==> src/rtl/rr_arb4_idx.sv <==
// Four-requester round-robin arbiter that produces a registered 2-bit grant index
// {a,b} plus gnt_valid. Define RR_ARB_STATS_EN to add the saturating grant_count output.
module rr_arb4_idx #(
  parameter int unsigned MAX_HOLD = 8,
  parameter int unsigned CNT_W    = 16
) (
  input  logic             clk,
  input  logic             rst,
  input  logic [3:0]       req,
  output logic             a,
  output logic             b,
  output logic             gnt_valid
`ifdef RR_ARB_STATS_EN
  ,
  output logic [CNT_W-1:0] grant_count
`endif
);

  // Handshake: {a,b} is meaningful only while gnt_valid=1 and reads as 00 otherwise.
  // Requesters keep req[i] high for as long as they want to own the grant.
  typedef enum logic {
    IDLE  = 1'b0,
    GRANT = 1'b1
  } state_t;

  localparam bit         HOLD_EN   = (MAX_HOLD != 0);
  localparam logic [7:0] HOLD_LAST = HOLD_EN ? 8'(MAX_HOLD - 1) : 8'd0;

  // Illegal configurations leave a named, empty marker in the elaborated hierarchy.
  if (MAX_HOLD > 255 || CNT_W < 1) begin : g_bad_config
  end

  state_t     state_q, state_d;
  logic [1:0] idx_q, idx_d;
  logic [1:0] ptr_q, ptr_d;
  logic       vld_q, vld_d;
  logic [7:0] hold_q, hold_d;

  logic [7:0] req_dbl;
  logic [3:0] req_rot;
  logic [1:0] win_ofs;
  logic [1:0] win;
  logic [3:0] cur_mask;
  logic       any_req;
  logic       others;
  logic       at_limit;
  logic       new_grant;

  // Rotate the requests so that bit 0 is ptr; the first set bit is then the winner.
  always_comb begin
    req_dbl = {req, req};
    req_rot = 4'(req_dbl >> ptr_q);
    win_ofs = 2'd0;
    if (req_rot[0])      win_ofs = 2'd0;
    else if (req_rot[1]) win_ofs = 2'd1;
    else if (req_rot[2]) win_ofs = 2'd2;
    else if (req_rot[3]) win_ofs = 2'd3;
    win      = ptr_q + win_ofs;
    any_req  = |req;
    cur_mask = 4'b0001 << idx_q;
    others   = |(req & ~cur_mask);
    at_limit = HOLD_EN && (hold_q == HOLD_LAST);
  end

  always_comb begin
    state_d   = state_q;
    idx_d     = idx_q;
    ptr_d     = ptr_q;
    vld_d     = vld_q;
    hold_d    = hold_q;
    new_grant = 1'b0;
    case (state_q)
      IDLE: begin
        if (any_req) new_grant = 1'b1;
      end
      GRANT: begin
        if (!req[idx_q]) begin
          if (any_req) begin
            new_grant = 1'b1;
          end else begin
            state_d = IDLE;
            vld_d   = 1'b0;
            idx_d   = 2'd0;
          end
        end else if (at_limit) begin
          // ptr already points past the holder, so a preemption always picks someone else.
          if (others) new_grant = 1'b1;
          else        hold_d    = 8'd0;
        end else begin
          hold_d = hold_q + 8'd1;
        end
      end
      default: begin
        state_d = IDLE;
        vld_d   = 1'b0;
        idx_d   = 2'd0;
      end
    endcase
    if (new_grant) begin
      state_d = GRANT;
      vld_d   = 1'b1;
      idx_d   = win;
      ptr_d   = win + 2'd1;
      hold_d  = 8'd0;
    end
  end

  always_ff @(posedge clk) begin
    if (rst) begin
      state_q <= IDLE;
      idx_q   <= 2'd0;
      ptr_q   <= 2'd0;
      vld_q   <= 1'b0;
      hold_q  <= 8'd0;
    end else begin
      state_q <= state_d;
      idx_q   <= idx_d;
      ptr_q   <= ptr_d;
      vld_q   <= vld_d;
      hold_q  <= hold_d;
    end
  end

  assign a         = idx_q[1];
  assign b         = idx_q[0];
  assign gnt_valid = vld_q;

`ifdef RR_ARB_STATS_EN
  logic [CNT_W-1:0] cnt_q, cnt_d;

  always_comb begin
    cnt_d = cnt_q;
    if (new_grant && (cnt_q != {CNT_W{1'b1}})) cnt_d = cnt_q + 1'b1;
  end

  always_ff @(posedge clk) begin
    if (rst) cnt_q <= '0;
    else     cnt_q <= cnt_d;
  end

  assign grant_count = cnt_q;
`endif

endmodule

==> config.mk <==
export PLATFORM = sky130hd
export DESIGN_NAME = rr_arb4_idx
export DESIGN_NICKNAME = d
export VERILOG_FILES = /design/src/rtl/rr_arb4_idx.sv
export SDC_FILE = /design/constraint.sdc
export NUM_CORES = 1
export LEC_CHECK = 0
export ABC_AREA = 0
export CORE_ASPECT_RATIO = 1.2
export CORE_MARGIN = 3
export CORE_UTILIZATION = 44
export CTS_CLUSTER_SIZE = 30
export DETAILED_ROUTE_END_ITERATION = 8
export PLACE_DENSITY_LB_ADDON = 0.2
export SLEW_MARGIN = 10
export SYNTH_ARGS = -nofsm -noshare
export SYNTH_HDL_FRONTEND = slang
export SYNTH_SLANG_ARGS = --single-unit
==> constraint.sdc <==
create_clock -name clk -period 5.5 [get_ports clk]
set_input_delay 1.1 -clock clk [delete_from_list [all_inputs] [get_ports clk]]
set_output_delay 1.1 -clock clk [all_outputs]
set_load 0.01 [all_outputs]
==> metrics.md, run 1 <==
| Metric | Value |
|---|---|
| Share of the synthesized area in the top cell type | `just over 30%` |
| NetSw | `146 uW` |
| WP buf/inv | `2` |
| GRT Overall Usage | `16.8%` |
| Maximum capacitance violations | `0` |
| Routed length per instance | `15.0 um` |
| Int Power | `approximately 220 uW` |
| Cell Chain, Critical Path | `clkdlybuf4s50_1 -> inv_1 -> o311a_1 -> o211ai_1 -> ha_1 -> xor2_1 -> xnor2_1 -> o311ai_1` |
| Status | `complete, no violations` |
| Fin. max-slew vios | `0` |
| Leakage Power | `about 0.35 nW` |
| Reg power frac | `40.7%` |
| Overall Power | `364 uW` |
| Syn Area/Cell | `slightly below 9 um2` |
| Critical path arrival | `3.29 ns` |
| Placed insts | `126` |
| Total Wirelength | `1.93 mm` |
| Die width | `about 47 um` |
| Tightest Pin Transition | `0.647 ns` |
| CP max-delay cell | `clkdlybuf4s50_1` |
| Crit-path leading delay family | `compound AO/OA/AOI/OAI gates` |
| Share of post-route cells with drive strength above 1 | `12.7%` |
| DR pass1 iterations | `4` |
| CTS tree | `done` |
| R2R cell count | `6` |
| Dpl ws | `2.12 ns` |
| Final global-route overflow total | `0` |
| CTS clock-pin slew for the worst setup and hold paths | `0.08 ns` |
| Top_reg_cell synth | `dfxtp_1` |
| Period minus WS final | `3.11 ns` |
| PortBufs | `8` |
| DR vias | `802` |
| Synthesized Nets | `112` |
| CP startpoint kind | `primary input` |
| Yosys cell types | `40` |
| Class of the worst hold path | `reg2reg` |
| Antenna Nets Post-Route | `0` |
| Crit share post-route | `between 50% and 60%` |
| Post-DP HPWL | `1.50 mm` |
| H-tree depth | `1` |
| Rows | `17` |
| First-pass GRT wire length | `3.20 mm` |
| CP required | `5.68 ns` |
| CTS Hold Bufs | `0` |
| R2R Path Start | `hold_q[3]` |
| Worst Path Max Fanout | `7` |
| Hold path depth | `2` |
| Initial antenna violation count | `0` |
| EDFF count, synth | `0` |
| Post-route setup slack | `~2.4 ns` |
| CP max stage delay | `roughly 0.63 ns` |
| Setup-failing EPs final | `0` |
| RSZ-0062 raised after global routing | `no` |
| Crit end category | `flop` |
| Layout area overhead | `10.8%` |
| Final setup TNS | `0 ns` |
| Clk buf depth | `2` |
| Post-route insts no fill | `129` |
| Pin count of the biggest net entering global routing | `13` |
| DRC violation count after routing | `0` |
| Die height | `55.7 um` |
| Post-layout util | `53.1%` |
| Via/cell ratio | `6.22` |
| Vias in the first global route | `779` |
| CTS root buf | `clkbuf_4` |
| Post-cts sizing count | `0` |
| Ranking of synthesized cells by area | `dfxtp_1 (31%), nor2_1 (5.0%), nor3_1 (4.4%), xor2_1 (3.9%), and2_1 (3.4%)` |
| CTS buffer count | `3` |
| R2r setup slk | `3.34 ns` |
| Seq cells post-synth | `14` |
| WHS | `0.495 ns` |
| CP Class | `in2reg` |
| R2r endpoint | `idx_q[1]` |
| Sink Count | `14` |
| Critical hold path startpoint | `gnt_valid` |
| Starting Density | `between 40% and 50%` |
| Clk network pwr share | `15.8%` |
| Max IR drop VDD | `0.267 mV` |
| Cell Pwr Density | `363 nW/um2` |
| Diodes inserted | `0` |
| Gpl congestion | `between 0.7 and 0.8` |
| Combinational share of power | `a little over two fifths` |
| IO Pins | `9` |
| Commonest cells in the netlist | `dfxtp_1 (14), nor2_1 (12), nor3_1 (8), and2_1 (5), nand2_1 (5)` |
| Placed Instance Area | `982 um2` |
| Core Box Area | `1890 um2` |
| Achievable Freq | `321 MHz` |
| Full die area | `2640 um2` |
| Worst Hold Path EP | `gnt_valid` |
| Clk Latency, worst-skew pair | `roughly 0.28 ns` |
| Synthesis Warnings | `0` |
| DR iter-0 viols | `16` |
| Post-CTS Setup Inserts | `0` |
| Synthesized cell area | `907 um2` |
| Count leader, synth | `dfxtp_1` |
| Ys async rst share | `0%` |
| Nets | `120` |
| Final hold viol count | `0` |
| Switching Fraction | `40.0%` |
| Worst Skew | `0.00276 ns` |
| Area leader, netlist | `dfxtp_1` |
| Cells after synthesis | `104` |
| Max-slew headroom | `56.5%` |
| Final Cell Area | `1000 um2` |
| Sequential share of the synthesized area | `30.9%` |
[layout by cell type, fill, tap and decap left out, drive strengths merged, types with 3 or more instances in the layout]
| cell type | n |
|---|---|
| nor2 | 14 |
| clkbuf | 3 |
| xor2 | 4 |
| nor3 | 9 |
| clkdlybuf4s50 | 8 |
| inv | 4 |
| nand2 | 6 |
| o211ai | 4 |
| xnor2 | 3 |
| a21oi | 3 |
| nand3 | 4 |
| and2 | 5 |
| dfxtp | 14 |
| a22oi | 3 |
[worst max path at each step]
| stage | from | endpoint | slack, ns | cells past startpoint |
|---|---|---|---|---|
| 4_1_cts | req[3] | ptr_q[1] | 2.42 | 8 |
| 3_3_place_gp | req[3] | ptr_q[1] | 2.23 | 8 |
| 2_1_floorplan | req[0] | ptr_q[1] | 2.87 | 7 |
| 5_1_grt | req[3] | ptr_q[1] | 2.26 | 8 |
| 3_5_place_dp | req[3] | ptr_q[1] | 2.12 | 8 |
| 6_report | req[3] | ptr_q[1] | 2.39 | 8 |
[final cells by class]
class / count / area, um2
fillers: 181 / 888
multi-input cells: 81 / 583
flip-flops and latches: 14 / 280
repair buffers: 8 / 80.1
well taps: 19 / 23.8
clock buffers: 3 / 22.5
inverters: 4 / 15.0
[state kept, by name, indices dropped and copies added (netlist names)]
signal     count
gnt_valid      1
hold_q         8
idx_q          2
ptr_q          2
state_q        1
[kinds of logic after synthesis]
logic type      count (synthesis)  share of synthesized area, %
xor+xnor                        7                          6.76
compound gates                 23                          21.5
fa+ha+maj                       2                          2.76
simple gates                   48                          30.8
flops                          14                          30.9
mux                             1                          2.48
buf+inv                         9                          4.83
[power by group through the flow]
stage / Clock, mW / Sequential, mW / Combinational [mW]
after floorplan: 0 / 0.140 / 0.125
after global placement: 0 / 0.149 / 0.153
after detailed placement: 0 / 0.150 / 0.159
after CTS: 0.0610 / 0.147 / 0.160
after global routing: 0.0646 / 0.151 / 0.177
final: 0.0575 / 0.148 / 0.159
[tightest hold or removal path, cell delays in order, from the launching register on]
cell and delay [ns]:
dfxtp_1 0.33, a21oi_1 0.06, nor2_1 0.07
[layer usage]
metal	wire [um]	global-route usage, %	share of wire, %
met1	814	17.8	42
met5	0	0	0
met3	51	5.83	2.6
met4	49	8.30	2.5
met2	1020	27.6	53
No activity file was read; power rests on OpenSTA's default activity.
==> run 2: changes to the inputs <==
- clock period: 5.5 -> 2.9 ns (I/O delays scaled with it)
==> run 2 against run 1 <==
Critical path depth unchanged. Cell area increased by 3.6%. Clock skew is 0.0053 ns higher. Power is 100% higher. Setup slack worse by 1.9 ns. Combinational power grew 92%. Via count up 1.6%. Final cell count rose by 3.1%. First-iteration DRC count down 13%. Largest cell class unchanged.
==> metrics.md, run 2 (same netlist as run 1, synthesis figures left out) <==
| Metric | Value |
|---|---|
| Most common cell after layout, fill and taps aside | `dfxtp_1 (unchanged)` |
| DRC violation count after routing | `0 (unchanged)` |
| Die height | `55.7 um (unchanged)` |
| Via/cell ratio | `6.13 (was 6.22)` |
| Combinational share of power | `41.9% (was 43.6%)` |
| Cell Chain, Critical Path | `clkdlybuf4s50_1 -> or4_1 -> o211ai_1 -> ha_1 -> xor2_1 -> xnor2_1 -> a22oi_1 -> nor2_1 (was clkdlybuf4s50_1 -> inv_1 -> o311a_1 -> o211ai_1 -> ha_1 -> xor2_1 -> xnor2_1 -> o311ai_1)` |
| Class of the worst hold path | `reg2reg (unchanged)` |
| Largest registers | `hold_q: 8 flops, idx_q: 2 flops, ptr_q: 2 flops (unchanged)` |
| CTS clock-pin slew for the worst setup and hold paths | `0.09 ns (was 0.08 ns)` |
| Filler Cell Count | `180 (was 181)` |
| Clk network pwr share | `19.6% (was 15.8%)` |
| Post-route setup slack | `0.446 ns (was 2.39 ns)` |
| Critical hold path startpoint | `gnt_valid (unchanged)` |
| GRT Overall Usage | `17.1% (was 16.8%)` |
| Full die area | `2640 um2 (unchanged)` |
| Overall Power | `730 uW (was 364 uW)` |
| Maximum capacitance violations | `0 (unchanged)` |
| Final hold viol count | `0 (unchanged)` |
| DR pass1 iterations | `5 (was 4)` |
| Rows | `17 (unchanged)` |
| Vias in the first global route | `778 (was 779)` |
| Pin count of the biggest net entering global routing | `13 (unchanged)` |
| Final setup TNS | `0 ns (unchanged)` |
| Post-cts sizing count | `0 (unchanged)` |
| R2r endpoint | `idx_q[1] (unchanged)` |
| Critical path arrival | `2.62 ns (was 3.29 ns)` |
| Period minus WS final | `2.45 ns` |
| Int Power | `448 uW (was 219 uW)` |
| Nets | `123 (was 120)` |
| Share of post-route cells with drive strength above 1 | `15.8% (was 12.7%)` |
| Hold path depth | `2 (unchanged)` |
| R2R Path Start | `hold_q[3] (unchanged)` |
| Final Cell Area | `1040 um2 (was 1000 um2)` |
| CP Class | `in2reg (unchanged)` |
| Flip-flop and latch area | `280 um2 (unchanged)` |
| Multi-input gate area | `583 um2 (unchanged)` |
| PortBufs | `8 (unchanged)` |
| Placed Instance Area | `1000 um2 (was 982 um2)` |
| IO Pins | `9 (unchanged)` |
| RSZ-0062 raised after global routing | `no (unchanged)` |
| Post-layout util | `55.0% (was 53.1%)` |
| Final global-route overflow total | `0 (unchanged)` |
| CP required | `3.06 ns (was 5.68 ns)` |
| Crit end category | `flop (unchanged)` |
| Die width | `47.5 um (unchanged)` |
| CP startpoint kind | `primary input (unchanged)` |
| R2r setup slk | `0.79 ns (was 3.34 ns)` |
| Total Wirelength | `1.92 mm (was 1.93 mm)` |
| Setup-failing EPs final | `0 (unchanged)` |
| Crit share post-route | `between 80% and 90%` |
| Initial antenna violation count | `0 (unchanged)` |
| Achievable Freq | `about 400 MHz` |
| CTS Hold Bufs | `0 (unchanged)` |
| DR iter-0 viols | `14 (was 16)` |
| Core Box Area | `1890 um2 (unchanged)` |
| Clk buf depth | `2 (unchanged)` |
| Gpl congestion | `0.817 (was 0.740)` |
| Fin. max-slew vios | `0 (unchanged)` |
| Post-CTS Setup Inserts | `0 (unchanged)` |
| Clk Latency, worst-skew pair | `0.28 ns (about the same)` |
| CP max stage delay | `0.59 ns (was 0.63 ns)` |
| Sink Count | `14 (unchanged)` |
| Tightest Pin Transition | `0.453 ns (was 0.647 ns)` |
| Most frequent cells in the layout | `dfxtp_1 (14), nor2_1 (12), nor3_1 (8), clkdlybuf4s50_1 (8) (unchanged)` |
| Worst Path Max Fanout | `11 (was 7)` |
| Placed insts | `129 (was 126)` |
| DR vias | `815 (was 802)` |
| Switching Fraction | `38.6% (was 40.0%)` |
| CTS tree | `done (unchanged)` |
| Leakage Power | `0.371 nW (was 0.349 nW)` |
| Worst Hold Path EP | `gnt_valid (unchanged)` |
| CTS root buf | `clkbuf_4 (unchanged)` |
| Post-route insts no fill | `133 (was 129)` |
| Antenna Nets Post-Route | `0 (unchanged)` |
| NetSw | `282 uW (was 146 uW)` |
| R2R cell count | `6 (unchanged)` |
| WHS | `0.502 ns (was 0.495 ns)` |
| Max IR drop VDD | `0.523 mV (was 0.267 mV)` |
| Dpl ws | `0.161 ns (was 2.12 ns)` |
| CTS buffer count | `3 (unchanged)` |
| Reg with most FFs | `hold_q (unchanged)` |
| Max reg flops | `8 (unchanged)` |
| Cell Pwr Density | `702 nW/um2 (was 363 nW/um2)` |
| H-tree depth | `1 (unchanged)` |
| Status | `complete, no violations (unchanged)` |
| Diodes inserted | `0 (unchanged)` |
| CP max-delay cell | `or4_1 (was clkdlybuf4s50_1)` |
| Routed length per instance | `14.4 um (was 15.0 um)` |
| Layout area overhead | `14.8% (was 10.8%)` |
| First-pass GRT wire length | `3.38 mm (was 3.20 mm)` |
| Max-slew headroom | `69.7% (was 56.5%)` |
| Post-DP HPWL | `1.44 mm (was 1.50 mm)` |
| Worst Skew | `0.00807 ns (was 0.00276 ns)` |
| Reg power frac | `38.5% (was 40.7%)` |
| Starting Density | `47.9% (unchanged)` |
==> run 2: cell types whose count changed in the layout (fill, tap and decap cells not counted), sizes merged <==
| cell | before | now |
|---|---|---|
| clkbuf | 3 | 4 |
| buf | 0 | 3 |
==> run 2: critical path, delay by kind of cell <==
kind / cells / cell delay, ns
AOI/OAI and AO/OA: 2 / 0.31
xor gates and xnor gates: 2 / 0.32
adders and majority gates: 1 / 0.18
buffers and inverters: 1 / 0.58
and+or+nand+nor: 2 / 0.66
==> run 2: how the worst max path moves through the flow <==
stage / from / end / slack [ns] / cells after the start
after detailed placement: req[0] / idx_q[1] / 0.16 / 8
after CTS: req[0] / idx_q[1] / 0.48 / 8
after global routing: req[0] / ptr_q[1] / 0.33 / 7
final: req[0] / idx_q[1] / 0.45 / 8
after global placement: req[0] / ptr_q[1] / 0.19 / 7
after floorplan: req[0] / ptr_q[1] / 0.79 / 7
==> run 2: area by class of cell <==
class                   count  area share, %
clock buffers               4           3.49
inverters                   4           1.44
multi-input cells          81           56.0
flip-flops and latches     14           26.9
well taps                  19           2.28
repair buffers             11           9.86
==> run 2: power by group through the flow <==
stage	logic [mW]	registers (mW)	clock network [mW]
finish	0.306	0.281	0.143
global route	0.340	0.288	0.157
CTS	0.306	0.278	0.146
detailed placement	0.306	0.282	0
global placement	0.299	0.283	0
floorplan	0.238	0.265	0
==> run 2: per-layer routing <==
metal  vias up  wire, um  global-route usage (%)
li1        407         -                       -
met4         0        19                    5.93
met5         -         0                       0
met2        29       974                    27.2
met3         4        76                    3.88
met1       375       849                    21.8
